## config.mk

```make
export PLATFORM = sky130hd
export DESIGN_NAME = fmdll_frac_div_flat
export DESIGN_NICKNAME = d
export VERILOG_FILES = /design/src/rtl/fmdll_pkg.sv /design/src/rtl/fmdll_frac_div_if.sv /design/src/rtl/frac_acc.sv /design/src/rtl/fmdll_frac_div.sv /design/src/flat_wrapper.sv
export SDC_FILE = /design/constraint.sdc
export NUM_CORES = 1
export LEC_CHECK = 0
export ABC_CLOCK_PERIOD_IN_PS = 5860
export BUFFER_PORTS_ARGS = -buffer_cell sky130_fd_sc_hd__buf_2
export CORE_MARGIN = 2
export CORE_UTILIZATION = 62
export CTS_BUF_LIST = sky130_fd_sc_hd__clkbuf_8
export DETAILED_ROUTE_END_ITERATION = 8
export PLACE_DENSITY = 0.95
export REMOVE_ABC_BUFFERS = 1
export SLEW_MARGIN = 20
export SYNTH_ARGS = -nofsm -noshare
export SYNTH_HDL_FRONTEND = slang
export SYNTH_SLANG_ARGS = --single-unit
```

## constraint.sdc

```tcl
create_clock -name clk_ext -period 5.86 [get_ports clk_ext]
set_clock_uncertainty 0.05 [all_clocks]
set_input_delay 0.586 -clock clk_ext [delete_from_list [all_inputs] [get_ports clk_ext]]
set_output_delay 0.586 -clock clk_ext [all_outputs]
set_load 0.05 [all_outputs]
```

## src/rtl/fmdll_pkg.sv

```systemverilog
// Shared FMDLL definitions: divider FSM states and the M/N ratio legality rule
// that the divider and the FMDLL configuration checker both rely on.
package fmdll_pkg;

    typedef enum logic [1:0] {
        IDLE = 2'd0,
        RUN  = 2'd1,
        ERR  = 2'd2
    } div_state_t;

    localparam int unsigned N_LEGAL_CNT = 5;
    localparam int unsigned N_LEGAL [N_LEGAL_CNT] = '{1, 4, 5, 8, 10};

    // M must be 1..3, N must be a supported denominator, and M may not exceed N.
    function automatic logic ratio_legal(input int unsigned m, input int unsigned n);
        logic n_ok;
        n_ok = 1'b0;
        for (int i = 0; i < N_LEGAL_CNT; i++) begin
            if (n == N_LEGAL[i]) n_ok = 1'b1;
        end
        return n_ok && (m >= 1) && (m <= 3) && (m <= n);
    endfunction

endpackage

```

## src/rtl/fmdll_frac_div_if.sv

```systemverilog
// Configuration and output bundle of the fractional reference divider.
interface fmdll_frac_div_if #(
    parameter int NW = 4,
    parameter int MW = 2
);
    logic [MW-1:0] M;
    logic [NW-1:0] N;
    logic          cfg_load;
    logic          div_en;
    logic          clk_div;
    logic [MW-1:0] Sel;
    logic          active;
    logic          cfg_err;

    modport master (
        output M, N, cfg_load,
        input  div_en, clk_div, Sel, active, cfg_err
    );

    modport slave (
        input  M, N, cfg_load,
        output div_en, clk_div, Sel, active, cfg_err
    );
endinterface

```

## src/rtl/frac_acc.sv

```systemverilog
// Fractional phase accumulator: adds m_r each enabled cycle and wraps modulo n_r,
// flagging hit on the cycles where the wrap happens.
module frac_acc #(
    parameter int NW = 4,
    parameter int MW = 2
) (
    input  logic          clk_ext,
    input  logic          rst_n,
    input  logic          clr,
    input  logic          en,
    input  logic [MW-1:0] m_r,
    input  logic [NW-1:0] n_r,
    output logic          hit
);
    localparam int AW = NW + 1;

    logic [NW-1:0] acc;
    logic [AW-1:0] sum;
    logic [AW-1:0] diff;

    assign sum  = {1'b0, acc} + AW'(m_r);
    assign diff = sum - {1'b0, n_r};
    assign hit  = en && (sum >= {1'b0, n_r});

    // acc < n_r always holds, so the post-wrap value fits back into NW bits.
    always_ff @(posedge clk_ext or negedge rst_n) begin
        if (!rst_n) begin
            acc <= '0;
        end else if (clr) begin
            acc <= '0;
        end else if (en) begin
            acc <= hit ? diff[NW-1:0] : sum[NW-1:0];
        end
    end

endmodule

```

## src/rtl/fmdll_frac_div.sv

```systemverilog
// Fractional reference divider: M enable pulses per N clk_ext cycles, a divided
// clock toggling on each pulse, and the pulse index within the M-pulse pattern.
module fmdll_frac_div
    import fmdll_pkg::*;
#(
    parameter int NW = 4,
    parameter int MW = 2
) (
    input  logic       clk_ext,
    input  logic       rst_n,
    fmdll_frac_div_if.slave bus
);
    // state | meaning
    // IDLE  | after reset, no ratio loaded, outputs quiet
    // RUN   | legal ratio loaded, accumulator running, pulses emitted
    // ERR   | illegal ratio loaded, outputs quiet until a legal load

    div_state_t    state;
    logic [MW-1:0] m_r;
    logic [NW-1:0] n_r;
    logic          div_en;
    logic          clk_div;
    logic [MW-1:0] sel;
    logic          first_pulse;
    logic          hit;
    logic          acc_en;
    logic          acc_clr;

    assign acc_en  = (state == RUN) && !bus.cfg_load;
    assign acc_clr = bus.cfg_load || (state != RUN);

    frac_acc #(.NW(NW), .MW(MW)) u_acc (
        .clk_ext (clk_ext),
        .rst_n   (rst_n),
        .clr     (acc_clr),
        .en      (acc_en),
        .m_r     (m_r),
        .n_r     (n_r),
        .hit     (hit)
    );

    always_ff @(posedge clk_ext or negedge rst_n) begin
        if (!rst_n) begin
            state       <= IDLE;
            m_r         <= '0;
            n_r         <= '0;
            div_en      <= 1'b0;
            clk_div     <= 1'b0;
            sel         <= '0;
            first_pulse <= 1'b1;
        end else if (bus.cfg_load) begin
            m_r         <= bus.M;
            n_r         <= bus.N;
            div_en      <= 1'b0;
            clk_div     <= 1'b0;
            sel         <= '0;
            first_pulse <= 1'b1;
            state       <= ratio_legal(int'(bus.M), int'(bus.N)) ? RUN : ERR;
        end else begin
            case (state)
                RUN: begin
                    div_en <= hit;
                    if (hit) begin
                        clk_div     <= ~clk_div;
                        first_pulse <= 1'b0;
                        // Sel names the pulse just emitted, so the first one is index 0.
                        if (first_pulse || (sel == m_r - MW'(1))) sel <= '0;
                        else                                      sel <= sel + MW'(1);
                    end
                end
                default: begin
                    div_en  <= 1'b0;
                    clk_div <= 1'b0;
                    sel     <= '0;
                end
            endcase
        end
    end

    assign bus.div_en  = div_en;
    assign bus.clk_div = clk_div;
    assign bus.Sel     = sel;
    assign bus.active  = (state == RUN);
    assign bus.cfg_err = (state == ERR);

endmodule

```

## src/flat_wrapper.sv

```systemverilog
// flat-port wrapper written by rule: the top's interface ports become plain ports
module fmdll_frac_div_flat import fmdll_pkg::*;
#(
    parameter int NW = 4,
    parameter int MW = 2
)
  (clk_ext, rst_n, bus_M, bus_N, bus_cfg_load, bus_div_en, bus_clk_div, bus_Sel, bus_active, bus_cfg_err);
  fmdll_frac_div_if #(.NW(NW), .MW(MW)) bus_i ();
  input  logic clk_ext;
  input  logic rst_n;
  input wire logic [$bits(bus_i.M)-1:0] bus_M;
  input wire logic [$bits(bus_i.N)-1:0] bus_N;
  input wire logic [$bits(bus_i.cfg_load)-1:0] bus_cfg_load;
  output wire logic [$bits(bus_i.div_en)-1:0] bus_div_en;
  output wire logic [$bits(bus_i.clk_div)-1:0] bus_clk_div;
  output wire logic [$bits(bus_i.Sel)-1:0] bus_Sel;
  output wire logic [$bits(bus_i.active)-1:0] bus_active;
  output wire logic [$bits(bus_i.cfg_err)-1:0] bus_cfg_err;
  assign bus_i.M = bus_M;
  assign bus_i.N = bus_N;
  assign bus_i.cfg_load = bus_cfg_load;
  assign bus_div_en = bus_i.div_en;
  assign bus_clk_div = bus_i.clk_div;
  assign bus_Sel = bus_i.Sel;
  assign bus_active = bus_i.active;
  assign bus_cfg_err = bus_i.cfg_err;
  fmdll_frac_div #(.NW(NW), .MW(MW)) u_core (.clk_ext(clk_ext), .rst_n(rst_n), .bus(bus_i));
endmodule
```

# Word-level counts from Yosys, hierarchy flattened
# Cells that the tools add are included.
dict set report totals {
  ff_bits 17
  inputBits 9
  word_cells 59
}
dict set report classes {
  add_sub_neg 4
  magnitude_cmp 3
  eq_ne 10
  muxes 22
  n_bitwise 1
  reduce_logical 11
}
# cell count
set op_table {}
lappend op_table {{$mux 1} 14}
lappend op_table {{$mux 4} 3}
lappend op_table {{$mux 2} 5}
lappend op_table {{$eq 4x3->1 const B} 2}
lappend op_table {{$eq 4x4->1 const B} 2}
lappend op_table {{$reduce_bool 2->1} 3}
lappend op_table {{$add 4x2->5} 1}
lappend op_table {{$ge 5x4->1} 1}
lappend op_table {{$eq 4x1->1 const B} 1}
lappend op_table {{$le 2x4->1} 1}
lappend op_table {{$logic_and 1x1->1} 4}
lappend op_table {{$sub 4x4->4} 1}
lappend op_table {{$ne 3x2->1 const B} 1}
lappend op_table {{$add 2x1->2 const B} 1}
lappend op_table {{$eq 2x1->1 const B} 1}
lappend op_table {{$eq 2x2->1} 1}
lappend op_table {{$eq 2x2->1 const B} 1}
lappend op_table {{$ge 2x1->1 const B} 1}
lappend op_table {{$logic_or 1x1->1} 2}
lappend op_table {{$ne 2x1->1 const B} 1}
lappend op_table {{$reduce_and 2->1} 1}
lappend op_table {{$sub 2x1->2 const B} 1}
lappend op_table {{$logic_not 1->1} 1}
lappend op_table {{$not 1->1} 1}

# Longest topological paths before layout
# Gate-level depths: netlist of the first run.
dict set report depth {
  depth_word 10
  ltp_mapped 9
  mapped_depth_nobuf 9
}

# Modules after synthesis
# From an unflattened synthesis of the first run, not the netlist that was laid out.
dict set report unflattened {
  cells_unflattened 109
  hier_area_um2 1103.6
}
# module instances cells_per_inst area_each_um2 seq_area_each_um2
set by_module_without_submodules {}
lappend by_module_without_submodules {fmdll_frac_div 1 57 616.8 326.6}
lappend by_module_without_submodules {frac_acc 1 52 486.7 100.1}

# Least setup slack after synthesis of the first run
# OpenSTA, ideal clock, no wires.
dict set report synth_path {
  kind {register to register}
  startpoint {register u_core.m_r[0]}
  endpoint {register u_core.sel[1] (netlist: u_core.bus.Sel[1])}
  arrival_ns 2.272
  required_time_ns 5.732
  setup_slack_ns 3.460
  path_stages_with_launch 10
  n_path_buf 0
  cell_sequence {dfrtp_1 -> ha_1 -> fa_1 -> xor2_1 -> ha_1 -> nand2_1 -> o21a_4 -> o21ai_4 -> o2111ai_1 -> a21oi_1}
}
dict set report synth_between {
  elab_chain_cells 7
  elab_cells_between_ends 11
  classes_between {add/sub: 2; order compare: 1; eq/ne: 2; mux: 4; reduce/logical: 2}
}
# item line
set synth_rtl {}
lappend synth_rtl {{start, declared} fmdll_frac_div.sv:19} ;# logic [MW-1:0] m_r;
lappend synth_rtl {{start signal, assigned} fmdll_frac_div.sv:52} ;# m_r <= bus.M;
lappend synth_rtl {{branches (longest 7 deep; another with $add 4x2->5)} n/a}
lappend synth_rtl {{end signal, assigned} fmdll_frac_div.sv:68} ;# else sel <= sel + MW'(1);
lappend synth_rtl {{end, declared} fmdll_frac_div.sv:23} ;# logic [MW-1:0] sel;
# Several ways; the timed one is not identified. The select of a mux whose other input is x is not followed.
# A chain may end at the register's enable or synchronous reset.

# Worst setup path after layout of the first run
# Ends and elaborated chain as after synthesis.

==> results.py, run 1 <==
metrics = {
    "status": {
        "status": "finished clean",
    },
    "sta": {
        "grt_setup_unrepaired": "false",
        "finalCriticalPeriod_ps": 2700,
        "totalNegativeSetupSlack_ps": 0,
        "setup_violations": 0,
        "worstMarginPinSlew_ps": 390,
        "fmax_mhz": 371,
        "final_hold_viol_count": 0,
        "finalMaxSlewViolations": 0,
        "timing.final.crit_share": 0.460,
        "max_slew_margin": 0.740,
        "setup_ws_ps": 3160,
    },
    "worst_setup_path": {
        "path_buf_inv": 0,
        "cpMaxStageDelayCell": "dfrtp_1",
        "crit_chain": "ha_1 > fa_1 > xor2_1 > ha_1 > a21oi_1 > o21a_4 > o21a_1 > o21ai_0 > a21oi_1",
        "critical_path.max_stage_delay_ps": 430,
        "cp_top_family": "adder cells",
        "timing.setup.critical_path_class": "register to register",
        "reg2reg_from": "u_core.m_r[0]$_DFFE_PN0P_",
        "critical_path.startpoint_type": "register",
        "critPathArrivalTime_ps": 2820,
        "cp-end-kind": "register",
        "worstPathRequired_ps": 5990,
        "timing.critical_path.from": "u_core.m_r[0]$_DFFE_PN0P_",
        "critical_path_peak_fanout": 5,
    },
    "run": {
        "max_cap_violations": 0,
    },
    "hold_path": {
        "worst_hold_path_type": "input pin to async pin",
    },
    "cells_and_area": {
        "insertedDiodeCount": 0,
        "finalNonFillerCells": 136,
        "design.final.nets": 140,
        "layout.cell_area.non_filler_um2": 1140,
        "layout-drive-gt1-share": 0.200,
        "areaGrowthSynthToFinish_pct": 12.7,
    },
    "route": {
        "route.antenna.remaining_nets": 0,
        "routed_wire_length_per_instance_um": 15.8,
        "route.detailed.drc": 0,
        "totalWireLength_mm": 2.14,
        "vias": 840,
        "vias_per_cell": 6.18,
        "initial_drt_pass_iterations": 4,
        "detail_route.iter0.violations": 13,
    },
    "synthesis": {
        "synth_top_cells_by_area": "dfrtp_1, ha_1, o21ai_0",
        "yosys.cell_types.count": 25,
        "ys_warn_count": 0,
        "synthesis.instances": 104,
        "synth_seq_area_share": 0.421,
        "yosys.area.top_type_share": 0.395,
        "post_synth.cell_area_avg_um2": 9.74,
        "synthDominantAreaCellType": "dfrtp_1",
        "syn-cell-area_um2": 1010,
        "ffs_latches_synth": 17,
    },
    "placed_design": {
        "dpl-instance-area_um2": 1100,
        "io_buffers": 14,
        "place.gp.congestion": 0.818,
        "post-place-ws_ps": 3210,
        "place.detailed.hpwl_mm": 1.57,
        "dp_cells": 132,
    },
    "pwr": {
        "power.net_switching_w": 0.0000875,
        "static-leakage-power_nw": 0.571,
        "p_int_w": 0.000196,
        "cellPowerDensity_nw_per_um2": 248,
        "power_frac_seq": 0.452,
        "p_sw_frac": 0.309,
        "vdd.ir_drop.worst_mv": 0.166,
        "share_clk_of_total_power": 0.317,
        "combinationalPowerShare": 0.231,
    },
    "global_route": {
        "grt_max_degree": 18,
        "grt_remaining_overflow": 0,
        "grt_antenna_before_repair": 0,
        "grt_pass1_wl_mm": 3.75,
        "vias_in_the_first_global_route": 868,
        "grtUsageTotal": 0.271,
    },
    "clocking": {
        "tritoncts.num_buffers": 3,
        "cts_tree": "built",
        "clock_path_buffers": 2,
        "clock_sink_count": 17,
        "ctsRootBufferMaster": "clkbuf_8",
        "clk_latency_ps": 260,
        "clock_transition_time_at_the_flip_flop_clock_pins_of_the_worst_setup_and_hold_paths_ps": 70,
        "post_cts_resize_count": 0,
        "cts.repair_timing.setup_buffer_count": 0,
        "cts_hold_buffers": 0,
        "h-tree-depth": 1,
    },
    "floorplanning": {
        "boundary_pin_count": 15,
        "die_height_um": 44.4,
        "start_util": 0.665,
        "die_area_um2": 1970,
        "core_region_area_um2": 1520,
        "die_x_um": 44.4,
        "rows": 14,
    },
}
worst register-to-register path: cells and delay by family (launching register included):
family / cells / cell delay, ps
compound gates: 5 / 900
xor+xnor: 1 / 270
fa+ha+maj: 3 / 980
flops: 1 / 430
cells in the final DEF (no fill, tap or decap):
master and count:
o21a_1 3, nor2b_1 3, buf_2 14, inv_1 11, a31oi_2 1, ha_1 8, a211oi_1 4, fa_1 2
nor3_1 1, clkinv_2 1, nand2_1 13, dfstp_2 1, clkbuf_8 3, xor2_1 1, or3_1 1, o21a_4 1
dfrtp_1 16, mux2_2 2, a21oi_1 6, o21ai_0 10, o21ai_4 1, o2111ai_1 1, nor4b_1 1, a21o_1 3
nor2_1 7, mux2i_1 1, xnor2_1 4
power groups by stage:
stage	logic (W)	clock network [W]	registers, W
final	0.0000656	0.0000898	0.000128
after detailed placement	0.0000645	0	0.000130
after global routing	0.0000735	0.0000943	0.000129
after floorplan	0.0000459	0	0.000129
after global placement	0.0000607	0	0.000130
after CTS	0.0000654	0.0000902	0.000128
through the flow:
stage               power (W)   util  hold WS, ps
finish               0.000283  0.750          190
floorplan            0.000175      -          240
global placement     0.000190  0.719          449
global route         0.000297  0.750          219
CTS                  0.000284  0.750          201
detailed placement   0.000195  0.719          470
final cells by class:
class / instances / area (µm²)
Multi-Input combinational cell: 74 / 538
Sequential cell: 17 / 427
Fill cell: 110 / 382
Timing Repair Buffer: 14 / 70.1
Clock buffer: 3 / 41.3
Inverter: 11 / 41.3
Tap cell: 16 / 20.0
Clock inverter: 1 / 5.00
logic make-up (layout without fill, tap and decap cells):
logic type | Yosys count | in the layout | share of synthesized area
multiplexers | 3 | 3 | 0.0321
flip-flops | 17 | 17 | 0.421
XOR/XNOR | 5 | 5 | 0.0432
buffers and inverters | 13 | 29 | 0.0482
AND/OR/NAND/NOR | 26 | 26 | 0.112
AO/OA/AOI/OAI | 30 | 30 | 0.205
adder cells (fa/ha/maj) | 10 | 10 | 0.138
path summary, 6_finish.rpt:
kind	end	slack, ps	depth (start not counted)
setup / recovery	u_core.bus.Sel[1]$_DFFE_PN0P_	3160	9
hold / removal	u_core.u_acc.acc[2]$_DFF_PN0_	190	1
setup reg to reg	u_core.bus.Sel[1]$_DFFE_PN0P_	3160	9
hold reg to reg	u_core.n_r[0]$_DFFE_PN0P_	480	1
max in group asynchronous	u_core.first_pulse$_DFFE_PN1P_	5250	1
min in group clk_ext	u_core.n_r[0]$_DFFE_PN0P_	480	1
Yosys cell counts (all sizes together):
library cell,number
a211oi,4
nor2,7
o21a,4
clkbuf,2
xor2,1
fa,2
a21o,3
nor2b,3
or3,1
inv,11
nor4b,1
nand2,13
a31oi,1
ha,8
o21ai,11
dfrtp,16
xnor2,4
nor3,1
mux2,2
mux2i,1
o2111ai,1
dfstp,1
a21oi,6
metal layers:
metal	global-route usage	part of all wire	routed length (µm)
met5	0	0	0
met4	0.206	0.055	117
met3	0.0531	0.056	119
met2	0.424	0.48	1030
met1	0.328	0.41	876
flip-flops by register name, summed over array words and instances, names as in the netlist:
register,flops
u_core.state,2
u_core.u_acc.acc,4
u_core.first_pulse,1
u_core.bus.div_en,1
u_core.bus.Sel,2
u_core.n_r,4
u_core.bus.clk_div,1
u_core.m_r,2
Power figures use the tool's default switching activity.
==> run 2, diff against run 1 <==
--- a/config.mk
+++ b/config.mk
@@ -5,13 +5,13 @@
 export SDC_FILE = /design/constraint.sdc
 export NUM_CORES = 1
 export LEC_CHECK = 0
-export ABC_CLOCK_PERIOD_IN_PS = 5860
+export ABC_CLOCK_PERIOD_IN_PS = 2400
 export BUFFER_PORTS_ARGS = -buffer_cell sky130_fd_sc_hd__buf_2
 export CORE_MARGIN = 2
-export CORE_UTILIZATION = 62
+export CORE_UTILIZATION = 52
 export CTS_BUF_LIST = sky130_fd_sc_hd__clkbuf_8
 export DETAILED_ROUTE_END_ITERATION = 8
-export PLACE_DENSITY = 0.95
+export PLACE_DENSITY = 0.87
 export REMOVE_ABC_BUFFERS = 1
 export SLEW_MARGIN = 20
 export SYNTH_ARGS = -nofsm -noshare
==> constraint.sdc (replaced) <==
create_clock -name clk_ext -period 2.4 [get_ports clk_ext]
set_clock_uncertainty 0.05 [all_clocks]
set_input_delay 0.24 -clock clk_ext [delete_from_list [all_inputs] [get_ports clk_ext]]
set_output_delay 0.24 -clock clk_ext [all_outputs]
set_load 0.05 [all_outputs]
==> run 2 against run 1 <==
  * The flow now finishes with violations (setup timing)
  * Via count increased by 2.1%
  * Die area increased by 17%
  * Maximum frequency increased by 5.2%
  * Combinational power grew to 3.4 times the previous value
  * Hold slack worse by 7.8 ps
  * Register-to-register slack got worse by 3300 ps
  * Sequential power grew 140%
  * First-iteration DRC count rose by 23%
  * Critical path type unchanged
  * Critical endpoint unchanged
  * Largest cell class unchanged
  * Largest power group unchanged
==> results.py, run 2 (same netlist as run 1, synthesis figures left out) <==
metrics = {
    "sta": {
        "max_slew_margin": 0.742,
        "setup_ws_ps": -163,
        "finalMaxSlewViolations": 0,
        "setup_violations": 7,
        "grt_setup_unrepaired": "true",
        "fmax_mhz": 390,
        "worstMarginPinSlew_ps": 384,
        "finalCriticalPeriod_ps": 2560,
        "final_hold_viol_count": 0,
        "timing.final.crit_share": 1.07,
    },
    "route": {
        "detail_route.iter0.violations": 16,
        "route.antenna.remaining_nets": 0,
        "initial_drt_pass_iterations": 4,
        "totalWireLength_mm": 2.48,
        "vias_per_cell": 5.50,
        "vias": 858,
        "routed_wire_length_per_instance_um": 15.9,
        "route.detailed.drc": 0,
    },
    "cells_and_area": {
        "final_core_util": 0.737,
        "multiInputGateArea_um2": 607,
        "areaGrowthSynthToFinish_pct": 29.6,
        "final.fill_count": 129,
        "insertedDiodeCount": 0,
        "mostFrequentLayoutCell": "dfrtp_1",
        "mostFrequentLayoutCells": "dfrtp_1, buf_2, inv_1",
        "layout-drive-gt1-share": 0.336,
        "biggestRegsByFlops": "u_core.n_r: 4 flops, u_core.u_acc.acc: 4 flops",
        "finalNonFillerCells": 156,
        "design.final.nets": 151,
        "area.sequential_um2": 427,
    },
    "clocking": {
        "clock_sink_count": 17,
        "clk_latency_ps": 250,
        "tritoncts.num_buffers": 3,
        "cts_tree": "built",
        "ctsRootBufferMaster": "clkbuf_8",
        "h-tree-depth": 1,
        "clock_path_buffers": 2,
        "clock_transition_time_at_the_flip_flop_clock_pins_of_the_worst_setup_and_hold_paths_ps": 70,
    },
    "worst_setup_path": {
        "worstPathRequired_ps": 2470,
        "timing.critical_path.mode_cell": "ha_4",
        "critical_path_peak_fanout": 4,
        "critical_path.max_stage_delay_ps": 430,
        "reg2regPathDepth": 9,
        "crit_chain": "ha_4 > fa_2 > xor2_2 > ha_4 > nand2_4 > o21a_4 > o21a_1 > o21ai_1 > a21oi_1",
        "cpMaxStageDelayCell": "dfrtp_1",
        "timing.setup.critical_path_class": "register to register",
        "critPathArrivalTime_ps": 2640,
        "path_buf_inv": 0,
        "cp_top_family": "adder cells",
        "critical_path_depth": 9,
        "cp-end-kind": "register",
        "critical_path.startpoint_type": "register",
        "reg2reg_setup_slack_ps": -160,
    },
    "status": {
        "failed_checks": "setup timing",
        "status": "finished with violations",
    },
    "placed_design": {
        "post-place-ws_ps": -127,
        "io_buffers": 14,
        "place.detailed.hpwl_mm": 1.61,
        "place.gp.congestion": 0.884,
        "dp_cells": 146,
    },
    "global_route": {
        "grt_antenna_before_repair": 0,
        "grt_max_degree": 18,
        "grtUsageTotal": 0.233,
        "vias_in_the_first_global_route": 808,
        "grt_pass1_wl_mm": 3.66,
        "grt_remaining_overflow": 0,
    },
    "floorplanning": {
        "die_height_um": 48.1,
        "core_region_area_um2": 1780,
        "boundary_pin_count": 15,
        "die_x_um": 48.1,
        "die_area_um2": 2320,
        "rows": 15,
        "start_util": 0.568,
    },
    "hold_path": {
        "timing.hold.worst_path_depth": 3,
        "worst_hold_path_type": "input pin to register",
    },
    "pwr": {
        "cellPowerDensity_nw_per_um2": 564,
        "vdd.ir_drop.worst_mv": 0.454,
        "total_power_w": 0.000741,
        "static-leakage-power_nw": 0.631,
    },
    "run": {
        "max_cap_violations": 0,
    },
}
run 2: tightest hold or removal path: cells and delay by family:
kind                   cells  cell delay (ps)
buffers and inverters      1              100
AOI/OAI and AO/OA          1               60
and+or+nand+nor            1               50
run 2: power by group:
part	switching (W)	total [W]	internal, W
Sequential	0.0000114	0.000312	0.000301
Clock	0.0000948	0.000208	0.000113
Combinational	0.000121	0.000221	0.0000994
run 2: worst paths after layout:
path                                           startpoint                        endpoint
worst max register to register  u_core.m_r[0]$_DFFE_PN0P_   u_core.bus.Sel[1]$_DFFE_PN0P_
max in group asynchronous                           rst_n  u_core.first_pulse$_DFFE_PN1P_
min in group asynchronous                           rst_n   u_core.u_acc.acc[3]$_DFF_PN0_
worst min-delay path                             bus_N[2]       u_core.n_r[2]$_DFFE_PN0P_
worst min register to register  u_core.n_r[0]$_DFFE_PN0P_       u_core.n_r[0]$_DFFE_PN0P_
worst max-delay path            u_core.m_r[0]$_DFFE_PN0P_   u_core.bus.Sel[1]$_DFFE_PN0P_
run 2: per-stage QoR:
stage,setup TNS (ps),instance area (µm²),hold slack (ps)
finish,-838,1310,183
detailed placement,-626,1140,131
global route,-1270,1310,198
global placement,-36.1,1140,125
CTS,-385,1250,184
floorplan,-0.726,1010,-106
run 2: metal layers:
| layer | GRT usage | vias up | share of wire |
|---|---|---|---|
| met5 | 0 | - | 0 |
| met4 | 0.0811 | 0 | 0.021 |
| met3 | 0.0444 | 4 | 0.044 |
| met2 | 0.405 | 32 | 0.51 |
| met1 | 0.287 | 416 | 0.42 |
| li1 | - | 406 | - |
run 2: repair_timing:
action,CTS,global route
hold buffers,1,0
pin swaps,2,13
buffers inserted,4,1
hold endpoints to repair,16,0
endpoints found under the setup margin,8,9
gates resized for setup,7,11
run 2: final cells by class:
class | count | area share
multi-input combinational | 74 | 0.462
tap | 25 | 0.0238
inverter | 11 | 0.0314
timing repair buffer | 25 | 0.124
sequential | 17 | 0.325
clock buffer | 3 | 0.0314
clock inverter | 1 | 0.00286
